**config.mk**
```make
export PLATFORM = sky130hd
export DESIGN_NAME = seq_multiplier
export DESIGN_NICKNAME = d
export VERILOG_FILES = /design/src/rtl/seq_multiplier.sv
export SDC_FILE = /design/constraint.sdc
export NUM_CORES = 1
export LEC_CHECK = 0
export CAP_MARGIN = 10
export CORE_ASPECT_RATIO = 0.9
export CORE_MARGIN = 5
export CORE_UTILIZATION = 50
export DETAILED_ROUTE_END_ITERATION = 8
export PLACE_DENSITY = 0.81
export SYNTH_ARGS = -nofsm -noshare
export SYNTH_HDL_FRONTEND = slang
export SYNTH_HIERARCHICAL = 1
export SYNTH_SLANG_ARGS = --single-unit
```
**constraint.sdc**
```tcl
create_clock -name clk -period 36.3 [get_ports clk]
set_clock_uncertainty 0.2 [all_clocks]
set_input_delay 5.445 -clock clk [delete_from_list [all_inputs] [get_ports clk]]
set_output_delay 5.445 -clock clk [all_outputs]
set_load 0.02 [all_outputs]
```
**src/rtl/seq_multiplier.sv**
```systemverilog
// Iterative shift-add multiplier for RV32M MUL/MULH/MULHSU/MULHU.
// One op in flight; partial products accumulate through a ripple-carry chain of full_adder cells.

module full_adder (
   input  logic a,
   input  logic b,
   input  logic ci,
   output logic s,
   output logic co
);
   assign s  = a ^ b ^ ci;
   assign co = (a & b) | (ci & (a ^ b));
endmodule

module seq_multiplier #(
   parameter int XLEN = 32
) (
   input  logic            clk,
   input  logic            rst,
   input  logic            in_valid,
   output logic            in_ready,
   input  logic [XLEN-1:0] op_a,
   input  logic [XLEN-1:0] op_b,
   input  logic [1:0]      funct,
   output logic            out_valid,
   input  logic            out_ready,
   output logic [XLEN-1:0] result,
   output logic            busy
);
   localparam int PW = 2 * XLEN;
   localparam int CW = $clog2(XLEN);

   typedef enum logic [1:0] {S_IDLE, S_RUN, S_FIX, S_DONE} state_t;

   state_t          state_q, state_d;
   logic [1:0]      funct_q, funct_d;
   logic            neg_q, neg_d;
   logic [PW-1:0]   mcand_q, mcand_d;
   logic [XLEN-1:0] mplier_q, mplier_d;
   logic [PW-1:0]   acc_q, acc_d;
   logic [CW-1:0]   cnt_q, cnt_d;
   logic [XLEN-1:0] result_q, result_d;

   logic            a_sgn, b_sgn, a_neg, b_neg;
   logic [XLEN-1:0] a_abs, b_abs;
   logic [PW-1:0]   add_a, add_b, sum, fixed;
   logic [PW-1:0]   carry;

   assign a_sgn = funct[0] ^ funct[1];
   assign b_sgn = (funct == 2'b01);
   assign a_neg = a_sgn & op_a[XLEN-1];
   assign b_neg = b_sgn & op_b[XLEN-1];
   assign a_abs = a_neg ? (~op_a + 1'b1) : op_a;
   assign b_abs = b_neg ? (~op_b + 1'b1) : op_b;

   // Shared adder: accumulates in RUN, forms the two's complement in FIX.
   assign carry[0] = 1'b0;
   for (genvar i = 0; i < PW; i++) begin : g_add
      if (i < PW - 1) begin : g_fa
         full_adder u_fa (
            .a (add_a[i]),
            .b (add_b[i]),
            .ci(carry[i]),
            .s (sum[i]),
            .co(carry[i+1])
         );
      end else begin : g_top
         // Carry out of the top bit is discarded, so only the sum is formed here.
         assign sum[i] = add_a[i] ^ add_b[i] ^ carry[i];
      end
   end

   always_comb begin
      state_d  = state_q;
      funct_d  = funct_q;
      neg_d    = neg_q;
      mcand_d  = mcand_q;
      mplier_d = mplier_q;
      acc_d    = acc_q;
      cnt_d    = cnt_q;
      result_d = result_q;
      add_a    = acc_q;
      add_b    = '0;
      fixed    = acc_q;
      case (state_q)
         S_IDLE: begin
            if (in_valid) begin
               funct_d  = funct;
               neg_d    = a_neg ^ b_neg;
               mcand_d  = {{XLEN{1'b0}}, a_abs};
               mplier_d = b_abs;
               acc_d    = '0;
               cnt_d    = '0;
               state_d  = S_RUN;
            end
         end
         S_RUN: begin
            if (mplier_q[0]) add_b = mcand_q;
            acc_d    = sum;
            mcand_d  = mcand_q << 1;
            mplier_d = mplier_q >> 1;
            cnt_d    = cnt_q + 1'b1;
            if (cnt_q == CW'(XLEN - 1)) state_d = S_FIX;
         end
         S_FIX: begin
            add_a    = ~acc_q;
            add_b    = PW'(1);
            fixed    = neg_q ? sum : acc_q;
            acc_d    = fixed;
            result_d = (funct_q == 2'b00) ? fixed[XLEN-1:0] : fixed[PW-1:XLEN];
            state_d  = S_DONE;
         end
         S_DONE: begin
            if (out_ready) state_d = S_IDLE;
         end
         default: state_d = S_IDLE;
      endcase
   end

   always_ff @(posedge clk) begin
      if (rst) begin
         state_q  <= S_IDLE;
         funct_q  <= '0;
         neg_q    <= 1'b0;
         mcand_q  <= '0;
         mplier_q <= '0;
         acc_q    <= '0;
         cnt_q    <= '0;
         result_q <= '0;
      end else begin
         state_q  <= state_d;
         funct_q  <= funct_d;
         neg_q    <= neg_d;
         mcand_q  <= mcand_d;
         mplier_q <= mplier_d;
         acc_q    <= acc_d;
         cnt_q    <= cnt_d;
         result_q <= result_d;
      end
   end

   assign in_ready  = (state_q == S_IDLE);
   assign out_valid = (state_q == S_DONE);
   assign busy      = (state_q == S_RUN) || (state_q == S_FIX) || (state_q == S_DONE);
   assign result    = result_q;

endmodule

```
Word level (Yosys, flattened, before mapping)
Index checks and enable logic that the tools add are counted.
{"block": "word_totals", "regBits": 202, "input_bits": 70, "output_inout_bits": 35}
{"block": "classes", "add_sub_neg": 3, "eq_ne": 8, "muxes": 19, "n_bitwise": 321, "reduce_logical": 10}
{"op": "2-to-1 mux 64 bit", "n": 5}
{"op": "case mux 64 bit (2 select lines)", "n": 2}
{"op": "case mux 64 bit (3 select lines)", "n": 1}
{"op": "bitwise XOR 1 bit", "n": 129}
{"op": "2-to-1 mux 32 bit", "n": 4}
{"op": "bitwise AND 1 bit", "n": 127}
{"op": "adder 32 x 1 -> 32 bit, second input constant", "n": 2}
{"op": "NOT 32 bit", "n": 2}
{"op": "NOT 64 bit", "n": 1}
{"op": "case mux 32 bit (2 select lines)", "n": 1}
{"op": "bitwise OR 1 bit", "n": 62}
{"op": "case mux 5 bit (2 select lines)", "n": 1}
{"op": "case mux 2 bit (4 select lines)", "n": 1}
{"op": "2-to-1 mux 2 bit", "n": 3}
{"op": "AND reduction 2 bit", "n": 3}
{"op": "adder 5 x 1 -> 5 bit, second input constant", "n": 1}
{"op": "equality test 5 bit, second input constant", "n": 1}
{"op": "2-to-1 mux 5 bit", "n": 1}
{"op": "equality test 2 x 1 -> 1 bit, second input constant", "n": 2}
{"op": "equality test 2 bit, second input constant", "n": 2}
{"op": "zero test 2 bit", "n": 2}
{"op": "!= test 2 bit, second input constant", "n": 2}
{"op": "AND reduction 3 bit", "n": 1}
{"op": "nonzero test 3 bit", "n": 1}
{"op": "other kinds (3)", "n": 4}

Logic depth before layout (Yosys ltp)
{"block": "logic_depth", "word_depth": 130, "depth_mapped": 73}

Hierarchy
The synthesis kept the hierarchy.
{"module": "seq_multiplier", "instances": 1, "cells_each": 1383, "area_per_inst_um2": 12261.8, "seq_area_each_um2": 4043.9}
{"module": "full_adder", "instances": 63, "cells_each": 1, "area_per_inst_um2": 20.0, "seq_area_each_um2": 0.0}

Worst setup path after synthesis
Ideal clock, no wire load.
{"block": "synth_path", "path_kind": "reg-to-reg", "start": "register state_q[0]", "end": "register result_q[30] (netlist: result[30])", "t_arrival_ns": 26.147, "t_required_ns": 35.972, "setup_slack_ns": 9.825, "stages_incl_launch_ff": 72, "path_buffers": 2, "synth_period_minus_slack_ns": 26.475, "path_cell_list": "dfxtp_1 inv_1 ha_1 clkbuf_1 buf_1 xor2_1 fa_1 fa_1 fa_1 fa_1 fa_1 fa_1 fa_1 fa_1 fa_1 fa_1 fa_1 fa_1 [... 36 more ...] fa_1 fa_1 fa_1 fa_1 fa_1 fa_1 fa_1 fa_1 fa_1 fa_1 fa_1 fa_1 fa_1 fa_1 fa_1 mux4_2 mux2i_1 nor2_1"}
{"block": "synth_between", "elab_chain_len": 128}
{"item": "start: declaration", "line_no": "35", "rtl": "state_t state_q, state_d;"}
{"item": "start signal: assignment", "line_no": "131", "rtl": "state_q <= state_d;"}
{"item": "equality test 2 bit", "line_no": "85", "rtl": "case (state_q)"}
{"item": "2-to-1 mux 64 bit", "line_no": "85"}
{"item": "named net add_a[0]", "line_no": "46", "rtl": "logic [PW-1:0] add_a, add_b, sum, fixed;"}
{"item": "bitwise AND 1 bit", "line_no": "12", "rtl": "assign co = (a & b) | (ci & (a ^ b));"}
{"item": "named net carry[1]", "line_no": "47", "rtl": "logic [PW-1:0] carry;"}
{"item": "bitwise AND 1 bit", "line_no": "12"}
{"item": "bitwise OR 1 bit", "line_no": "12"}
{"item": "named net carry[2]", "line_no": "47"}
{"item": "[... 2 more ...]"}
{"item": "named net carry[3]", "line_no": "47"}
{"item": "[... 2 more ...]"}
{"item": "named net carry[4]", "line_no": "47"}
{"item": "[... 2 more ...]"}
{"item": "named net carry[5]", "line_no": "47"}
{"item": "[... 2 more ...]"}
{"item": "named net carry[6]", "line_no": "47"}
{"item": "[... 2 more ...]"}
{"item": "named net carry[7]", "line_no": "47"}
{"item": "[... 2 more ...]"}
{"item": "named net carry[8]", "line_no": "47"}
{"item": "[... 2 more ...]"}
{"item": "named net carry[9]", "line_no": "47"}
{"item": "[... 2 more ...]"}
{"item": "named net carry[10]", "line_no": "47"}
{"item": "[... 2 more ...]"}
{"item": "named net carry[11]", "line_no": "47"}
{"item": "[... 2 more ...]"}
{"item": "named net carry[12]", "line_no": "47"}
{"item": "[... 2 more ...]"}
{"item": "named net carry[13]", "line_no": "47"}
{"item": "[... 2 more ...]"}
{"item": "named net carry[14]", "line_no": "47"}
{"item": "[... 2 more ...]"}
{"item": "named net carry[15]", "line_no": "47"}
{"item": "[... 2 more ...]"}
{"item": "named net carry[16]", "line_no": "47"}
{"item": "[... 2 more ...]"}
{"item": "named net carry[17]", "line_no": "47"}
{"item": "[... 2 more ...]"}
{"item": "named net carry[18]", "line_no": "47"}
{"item": "[... 2 more ...]"}
{"item": "named net carry[19]", "line_no": "47"}
{"item": "[... 2 more ...]"}
{"item": "named net carry[20]", "line_no": "47"}
{"item": "[... 2 more ...]"}
{"item": "named net carry[21]", "line_no": "47"}
{"item": "[... 2 more ...]"}
{"item": "named net carry[22]", "line_no": "47"}
{"item": "[... 2 more ...]"}
{"item": "named net carry[23]", "line_no": "47"}
{"item": "[... 2 more ...]"}
{"item": "named net carry[24]", "line_no": "47"}
{"item": "[... 2 more ...]"}
{"item": "named net carry[25]", "line_no": "47"}
{"item": "[... 2 more ...]"}
{"item": "named net carry[26]", "line_no": "47"}
{"item": "[... 2 more ...]"}
{"item": "named net carry[27]", "line_no": "47"}
{"item": "[... 2 more ...]"}
{"item": "named net carry[28]", "line_no": "47"}
{"item": "[... 2 more ...]"}
{"item": "named net carry[29]", "line_no": "47"}
{"item": "[... 2 more ...]"}
{"item": "named net carry[30]", "line_no": "47"}
{"item": "[... 2 more ...]"}
{"item": "named net carry[31]", "line_no": "47"}
{"item": "[... 2 more ...]"}
{"item": "named net carry[32]", "line_no": "47"}
{"item": "[... 2 more ...]"}
{"item": "named net carry[33]", "line_no": "47"}
{"item": "[... 2 more ...]"}
{"item": "named net carry[34]", "line_no": "47"}
{"item": "[... 2 more ...]"}
{"item": "named net carry[35]", "line_no": "47"}
{"item": "[... 2 more ...]"}
{"item": "named net carry[36]", "line_no": "47"}
{"item": "[... 2 more ...]"}
{"item": "named net carry[37]", "line_no": "47"}
{"item": "[... 2 more ...]"}
{"item": "named net carry[38]", "line_no": "47"}
{"item": "[... 2 more ...]"}
{"item": "named net carry[39]", "line_no": "47"}
{"item": "[... 2 more ...]"}
{"item": "named net carry[40]", "line_no": "47"}
{"item": "[... 2 more ...]"}
{"item": "named net carry[41]", "line_no": "47"}
{"item": "[... 2 more ...]"}
{"item": "named net carry[42]", "line_no": "47"}
{"item": "[... 2 more ...]"}
{"item": "named net carry[43]", "line_no": "47"}
{"item": "[... 2 more ...]"}
{"item": "named net carry[44]", "line_no": "47"}
{"item": "[... 2 more ...]"}
{"item": "named net carry[45]", "line_no": "47"}
{"item": "[... 2 more ...]"}
{"item": "named net carry[46]", "line_no": "47"}
{"item": "[... 2 more ...]"}
{"item": "named net carry[47]", "line_no": "47"}
{"item": "[... 2 more ...]"}
{"item": "named net carry[48]", "line_no": "47"}
{"item": "[... 2 more ...]"}
{"item": "named net carry[49]", "line_no": "47"}
{"item": "[... 2 more ...]"}
{"item": "named net carry[50]", "line_no": "47"}
{"item": "[... 2 more ...]"}
{"item": "named net carry[51]", "line_no": "47"}
{"item": "[... 2 more ...]"}
{"item": "named net carry[52]", "line_no": "47"}
{"item": "[... 2 more ...]"}
{"item": "named net carry[53]", "line_no": "47"}
{"item": "[... 2 more ...]"}
{"item": "named net carry[54]", "line_no": "47"}
{"item": "[... 2 more ...]"}
{"item": "named net carry[55]", "line_no": "47"}
{"item": "[... 2 more ...]"}
{"item": "named net carry[56]", "line_no": "47"}
{"item": "[... 2 more ...]"}
{"item": "named net carry[57]", "line_no": "47"}
{"item": "[... 2 more ...]"}
{"item": "named net carry[58]", "line_no": "47"}
{"item": "[... 2 more ...]"}
{"item": "named net carry[59]", "line_no": "47"}
{"item": "[... 2 more ...]"}
{"item": "named net carry[60]", "line_no": "47"}
{"item": "[... 2 more ...]"}
{"item": "named net carry[61]", "line_no": "47"}
{"item": "bitwise AND 1 bit", "line_no": "12"}
{"item": "bitwise OR 1 bit", "line_no": "12"}
{"item": "named net carry[62]", "line_no": "47"}
{"item": "bitwise XOR 1 bit", "line_no": "11", "rtl": "assign s = a ^ b ^ ci;"}
{"item": "named net sum[62]", "line_no": "46"}
{"item": "2-to-1 mux 64 bit", "line_no": "108", "rtl": "fixed = neg_q ? sum : acc_q;"}
{"item": "2-to-1 mux 32 bit", "line_no": "110", "rtl": "result_d = (funct_q == 2'b00) ? fixed[XLEN-1:0] : fixed[PW-1:XLEN];"}
{"item": "end signal: assignment", "line_no": "138", "rtl": "result_q <= result_d;"}
{"item": "end: declaration", "line_no": "42", "rtl": "logic [XLEN-1:0] result_q, result_d;"}
The timed path passes the listed nets, and every way through them passes these cells.
A chain may end at the register's enable or synchronous reset.

Worst setup path after layout
{"block": "layout_path", "start": "register state_q[0]", "end": "register acc_q[63]"}
{"block": "layout_between", "elab_chain_len": 130}
{"item": "equality test 2 bit *", "line_no": "85"}
{"item": "2-to-1 mux 64 bit *", "line_no": "85"}
{"item": "named net add_a[1]", "line_no": "46"}
{"item": "bitwise XOR 1 bit", "line_no": "12"}
{"item": "bitwise AND 1 bit", "line_no": "12"}
{"item": "bitwise OR 1 bit *", "line_no": "12"}
{"item": "named net carry[2]", "line_no": "47"}
{"item": "bitwise AND 1 bit *", "line_no": "12"}
{"item": "[... 1 more ...]"}
{"item": "named net carry[3]", "line_no": "47"}
{"item": "[... 2 more ...]"}
{"item": "named net carry[4]", "line_no": "47"}
{"item": "[... 2 more ...]"}
{"item": "named net carry[5]", "line_no": "47"}
{"item": "[... 2 more ...]"}
{"item": "named net carry[6]", "line_no": "47"}
{"item": "[... 2 more ...]"}
{"item": "named net carry[7]", "line_no": "47"}
{"item": "[... 2 more ...]"}
{"item": "named net carry[8]", "line_no": "47"}
{"item": "[... 2 more ...]"}
{"item": "named net carry[9]", "line_no": "47"}
{"item": "[... 2 more ...]"}
{"item": "named net carry[10]", "line_no": "47"}
{"item": "[... 2 more ...]"}
{"item": "named net carry[11]", "line_no": "47"}
{"item": "[... 2 more ...]"}
{"item": "named net carry[12]", "line_no": "47"}
{"item": "[... 2 more ...]"}
{"item": "named net carry[13]", "line_no": "47"}
{"item": "[... 2 more ...]"}
{"item": "named net carry[14]", "line_no": "47"}
{"item": "[... 2 more ...]"}
{"item": "named net carry[15]", "line_no": "47"}
{"item": "[... 2 more ...]"}
{"item": "named net carry[16]", "line_no": "47"}
{"item": "[... 2 more ...]"}
{"item": "named net carry[17]", "line_no": "47"}
{"item": "[... 2 more ...]"}
{"item": "named net carry[18]", "line_no": "47"}
{"item": "[... 2 more ...]"}
{"item": "named net carry[19]", "line_no": "47"}
{"item": "[... 2 more ...]"}
{"item": "named net carry[20]", "line_no": "47"}
{"item": "[... 2 more ...]"}
{"item": "named net carry[21]", "line_no": "47"}
{"item": "[... 2 more ...]"}
{"item": "named net carry[22]", "line_no": "47"}
{"item": "[... 2 more ...]"}
{"item": "named net carry[23]", "line_no": "47"}
{"item": "[... 2 more ...]"}
{"item": "named net carry[24]", "line_no": "47"}
{"item": "[... 2 more ...]"}
{"item": "named net carry[25]", "line_no": "47"}
{"item": "[... 2 more ...]"}
{"item": "named net carry[26]", "line_no": "47"}
{"item": "[... 2 more ...]"}
{"item": "named net carry[27]", "line_no": "47"}
{"item": "[... 2 more ...]"}
{"item": "named net carry[28]", "line_no": "47"}
{"item": "[... 2 more ...]"}
{"item": "named net carry[29]", "line_no": "47"}
{"item": "[... 2 more ...]"}
{"item": "named net carry[30]", "line_no": "47"}
{"item": "[... 2 more ...]"}
{"item": "named net carry[31]", "line_no": "47"}
{"item": "[... 2 more ...]"}
{"item": "named net carry[32]", "line_no": "47"}
{"item": "[... 2 more ...]"}
{"item": "named net carry[33]", "line_no": "47"}
{"item": "[... 2 more ...]"}
{"item": "named net carry[34]", "line_no": "47"}
{"item": "[... 2 more ...]"}
{"item": "named net carry[35]", "line_no": "47"}
{"item": "[... 2 more ...]"}
{"item": "named net carry[36]", "line_no": "47"}
{"item": "[... 2 more ...]"}
{"item": "named net carry[37]", "line_no": "47"}
{"item": "[... 2 more ...]"}
{"item": "named net carry[38]", "line_no": "47"}
{"item": "[... 2 more ...]"}
{"item": "named net carry[39]", "line_no": "47"}
{"item": "[... 2 more ...]"}
{"item": "named net carry[40]", "line_no": "47"}
{"item": "[... 2 more ...]"}
{"item": "named net carry[41]", "line_no": "47"}
{"item": "[... 2 more ...]"}
{"item": "named net carry[42]", "line_no": "47"}
{"item": "[... 2 more ...]"}
{"item": "named net carry[43]", "line_no": "47"}
{"item": "[... 2 more ...]"}
{"item": "named net carry[44]", "line_no": "47"}
{"item": "[... 2 more ...]"}
{"item": "named net carry[45]", "line_no": "47"}
{"item": "[... 2 more ...]"}
{"item": "named net carry[46]", "line_no": "47"}
{"item": "[... 2 more ...]"}
{"item": "named net carry[47]", "line_no": "47"}
{"item": "[... 2 more ...]"}
{"item": "named net carry[48]", "line_no": "47"}
{"item": "[... 2 more ...]"}
{"item": "named net carry[49]", "line_no": "47"}
{"item": "[... 2 more ...]"}
{"item": "named net carry[50]", "line_no": "47"}
{"item": "[... 2 more ...]"}
{"item": "named net carry[51]", "line_no": "47"}
{"item": "[... 2 more ...]"}
{"item": "named net carry[52]", "line_no": "47"}
{"item": "[... 2 more ...]"}
{"item": "named net carry[53]", "line_no": "47"}
{"item": "[... 2 more ...]"}
{"item": "named net carry[54]", "line_no": "47"}
{"item": "[... 2 more ...]"}
{"item": "named net carry[55]", "line_no": "47"}
{"item": "[... 2 more ...]"}
{"item": "named net carry[56]", "line_no": "47"}
{"item": "[... 2 more ...]"}
{"item": "named net carry[57]", "line_no": "47"}
{"item": "[... 2 more ...]"}
{"item": "named net carry[58]", "line_no": "47"}
{"item": "[... 2 more ...]"}
{"item": "named net carry[59]", "line_no": "47"}
{"item": "[... 2 more ...]"}
{"item": "named net carry[60]", "line_no": "47"}
{"item": "[... 2 more ...]"}
{"item": "named net carry[61]", "line_no": "47"}
{"item": "[... 1 more ...]"}
{"item": "bitwise OR 1 bit *", "line_no": "12"}
{"item": "named net carry[62]", "line_no": "47"}
{"item": "bitwise AND 1 bit *", "line_no": "12"}
{"item": "bitwise OR 1 bit *", "line_no": "12"}
{"item": "named net carry[63]", "line_no": "47"}
{"item": "bitwise XOR 1 bit *", "line_no": "69", "rtl": "assign sum[i] = add_a[i] ^ add_b[i] ^ carry[i];"}
{"item": "2-to-1 mux 64 bit", "line_no": "108"}
{"item": "case mux 64 bit (3 select lines) *", "line_no": "85"}
{"item": "end signal: assignment", "line_no": "127", "rtl": "acc_q <= '0;"}
{"item": "end signal: assignment", "line_no": "136", "rtl": "acc_q <= acc_d;"}
{"item": "end: declaration", "line_no": "40", "rtl": "logic [PW-1:0] acc_q, acc_d;"}
The timed path passes the listed nets; every way through them passes the cells marked *.

==> flow_summary.toml <==
[synthesis]
synthMuxAreaShare_pct = 13.5
yosys.area_share.simple_pct = 14.6
synth_top_family_by_area = "compound AO/OA/AOI/OAI gates"
synthCells = 1446
ys.flop_type = "dfxtp_1"
synth-compound-area-share_pct = 20.0
ys_ff_latch = 202
ys_seq_area_share_pct = 29.9
mappedNetlistArea_sq_um = 13500
synth_top_area_cell = "dfxtp_1"
synth_commonest_cells = "dfxtp_1 (202), nor2_1 (175), clkbuf_1 (101)"
synthAdderAreaFrac_pct = 10.3
ys_types = 66
synth_top_area_share_pct = 29.9
synth-edff-count = 0
synth_area_leaders = "dfxtp_1 (30%), fa_1 (9.3%), xor2_1 (6.0%)"
ys_async_sr_fraction_pct = 0
avgSynthCellArea_sq_um = 9.35
syn_nets = 1590
synthMostInstantiatedCell = "dfxtp_1"
yosys_warnings = 6
synth_xor_area_share_pct = 7.06

[timing]
hold_viol = 0
fin_setup_tns_ns = 0
slew_headroom_pct = 31.8
tightestPinTransition_ns = 1.02
setup_viol = 0
fmaxAchievable_mhz = 35.9
rsz0062_at_grt = "false"
hold_ws_ns = 0.247
period_needed_ns = 27.85
slew_viol_final = 0
fin_crit_sh_pct = 76.7

[layout]
final_util_pct = 57.4
nets = 1604
fillers = 2263
seq_area_sq_um = 4050
area_growth_pct = 13.8
layout-drive-gt1-share_pct = 11.0
multi_input_area_sq_um = 8900
stdcell_count = 1828
antenna_cells = 0

[drt]
via_per_inst = 6.21
routedWlPerCell_um = 18.4
drtPass1Iterations = 6
wirelength_mm = 33.7
first_iter_violations = 951
vias = 11400
drc = 0
ant_nets = 0

[grt]
grt_pass1_wl_mm = 55.9
grt_pass1_vias = 11100
overflow = 0
grt_max_degree = 112
grt_usage_pct = 21.4
antenna_found_initial = 2

[die]
die-area_sq_um = 30400
rows = 57
core_area_sq_um = 26800
die_height_um = 166
num_io_pins = 105
initial_core_util_pct = 50.4
die_x_um = 183

[worst_setup_path]
crit_fanout = 111
cp.arrival_ns = 28.08
cp.required_ns = 36.52
crit_type = "reg -> reg"
cp-start-kind = "register"
cpMostUsedCell = "fa_1"
max_stage_delay_ns = 0.65
worst_setup_path_end_kind = "register"
worst_path_max_delay_cell = "ha_4"

[status]
status = "finished, final reports clean"

[clock_tree]
root_buffer = "clkbuf_16"
clockBufferDepth = 3
cts_resized = 0
postCtsSetupRepairBufs = 0
cts_tree = "done"
path_clk_slew_ns = 0.06
clk_latency_ns = 0.51
cts_buffers = 23
cts_hold_buf = 0
clock_sinks = 202
htreeDepth = 1

[place]
port_buffers = 104
dp.cells = 1789
dp_hpwl_mm = 22.2
gp_congestion = 0.944

[power_and_ir_drop]
leakage_nw = 6.10
finalPower_w = 0.000949
power_density_nw_per_um2 = 61.7
vdd_drop_max_mv = 0.0469

[min_path]
hold_path.class = "reg -> reg"

[run]
drv_cap = 0
[stage by stage]
stage          worst slack [ns]  instance area, sq um
2_1_floorplan              9.83                 13500
3_3_place_gp               8.77                 14600
3_5_place_dp               8.50                 14600
4_1_cts                    8.43                 15400
5_1_grt                    7.50                 15400
6_report                   8.45                 15400
[cells in the final DEF, fill, tap and decap left out, drive strengths merged, types with 9 or more instances in the layout]
cell type,instances
inv,21
and2,63
dfxtp,202
o211ai,13
a211oi,14
mux2i,40
xor2,93
a21boi,10
nand2,49
o22ai,10
buf,13
nand3,18
nor3,20
and3,17
mux4,31
clkbuf,35
o41ai,9
a21oi,51
a22oi,100
clkdlybuf4s50,103
ha,11
or3,9
a31oi,17
o21ai,39
nor2,175
a22o,64
fa,63
nand2b,15
mux2,64
xnor2,16
[worst paths after layout]
kind,start,to,slack (ns),cells after the start
worst max-delay path,state_q[0]$_SDFFE_PP0P_,acc_q[63]$_SDFFE_PP0P_,8.45,70
worst min-delay path,mplier_q[7]$_SDFFE_PP0P_,mplier_q[7]$_SDFFE_PP0P_,0.25,2
worst max register to register,state_q[0]$_SDFFE_PP0P_,acc_q[63]$_SDFFE_PP0P_,8.45,70
worst min register to register,mplier_q[7]$_SDFFE_PP0P_,mplier_q[7]$_SDFFE_PP0P_,0.25,2
[where the power goes]
part / switching, W / total (W) / internal [W]
combinational: 0.000266 / 0.000421 / 0.000155
clock: 0.0000925 / 0.000242 / 0.000150
sequential: 0.0000299 / 0.000286 / 0.000256
[worst max-delay path: cells and delay by family (launching register included)]
family / cells / cell delay (ns)
adder cells (fa/ha/maj): 63 / 25.40
buffers and inverters: 2 / 0.68
XOR/XNOR: 2 / 0.52
flip-flops: 1 / 0.37
multiplexers: 1 / 0.25
AND/OR/NAND/NOR: 1 / 0.21
AO/OA/AOI/OAI: 1 / 0.09
[flip-flops by register name (all words and copies together), names as in the netlist]
| register | cells |
|---|---|
| acc_q | 64 |
| cnt_q | 5 |
| result | 32 |
| state_q | 2 |
| neg_q | 1 |
| mplier_q | 32 |
| funct_q | 2 |
| mcand_q | 64 |
[cell families after synthesis]
kind of cell / Yosys count
AND/OR/NAND/NOR: 404
AO/OA/AOI/OAI: 374
flip-flops: 202
buffers and inverters: 147
multiplexers: 135
XOR/XNOR: 109
adder cells (fa/ha/maj): 74
other: 1
[area by class of cell]
| cell class | count | area share, % |
|---|---|---|
| multi-input combinational | 1097 | 57.8 |
| sequential | 202 | 26.3 |
| timing repair buffer | 116 | 7.44 |
| clock buffer | 35 | 4.42 |
| tap | 354 | 2.88 |
| clock inverter | 4 | 0.642 |
| inverter | 20 | 0.488 |
[layer usage]
metal  track usage [%]  wire, um  up-vias
li1                  -         -     5281
met1              30.6     14900     5574
met2              34.3     15600      442
met3              3.07      2400       58
met4              5.57       764        4
met5                 0        19        -
No activity file was read; power rests on OpenSTA's default activity.
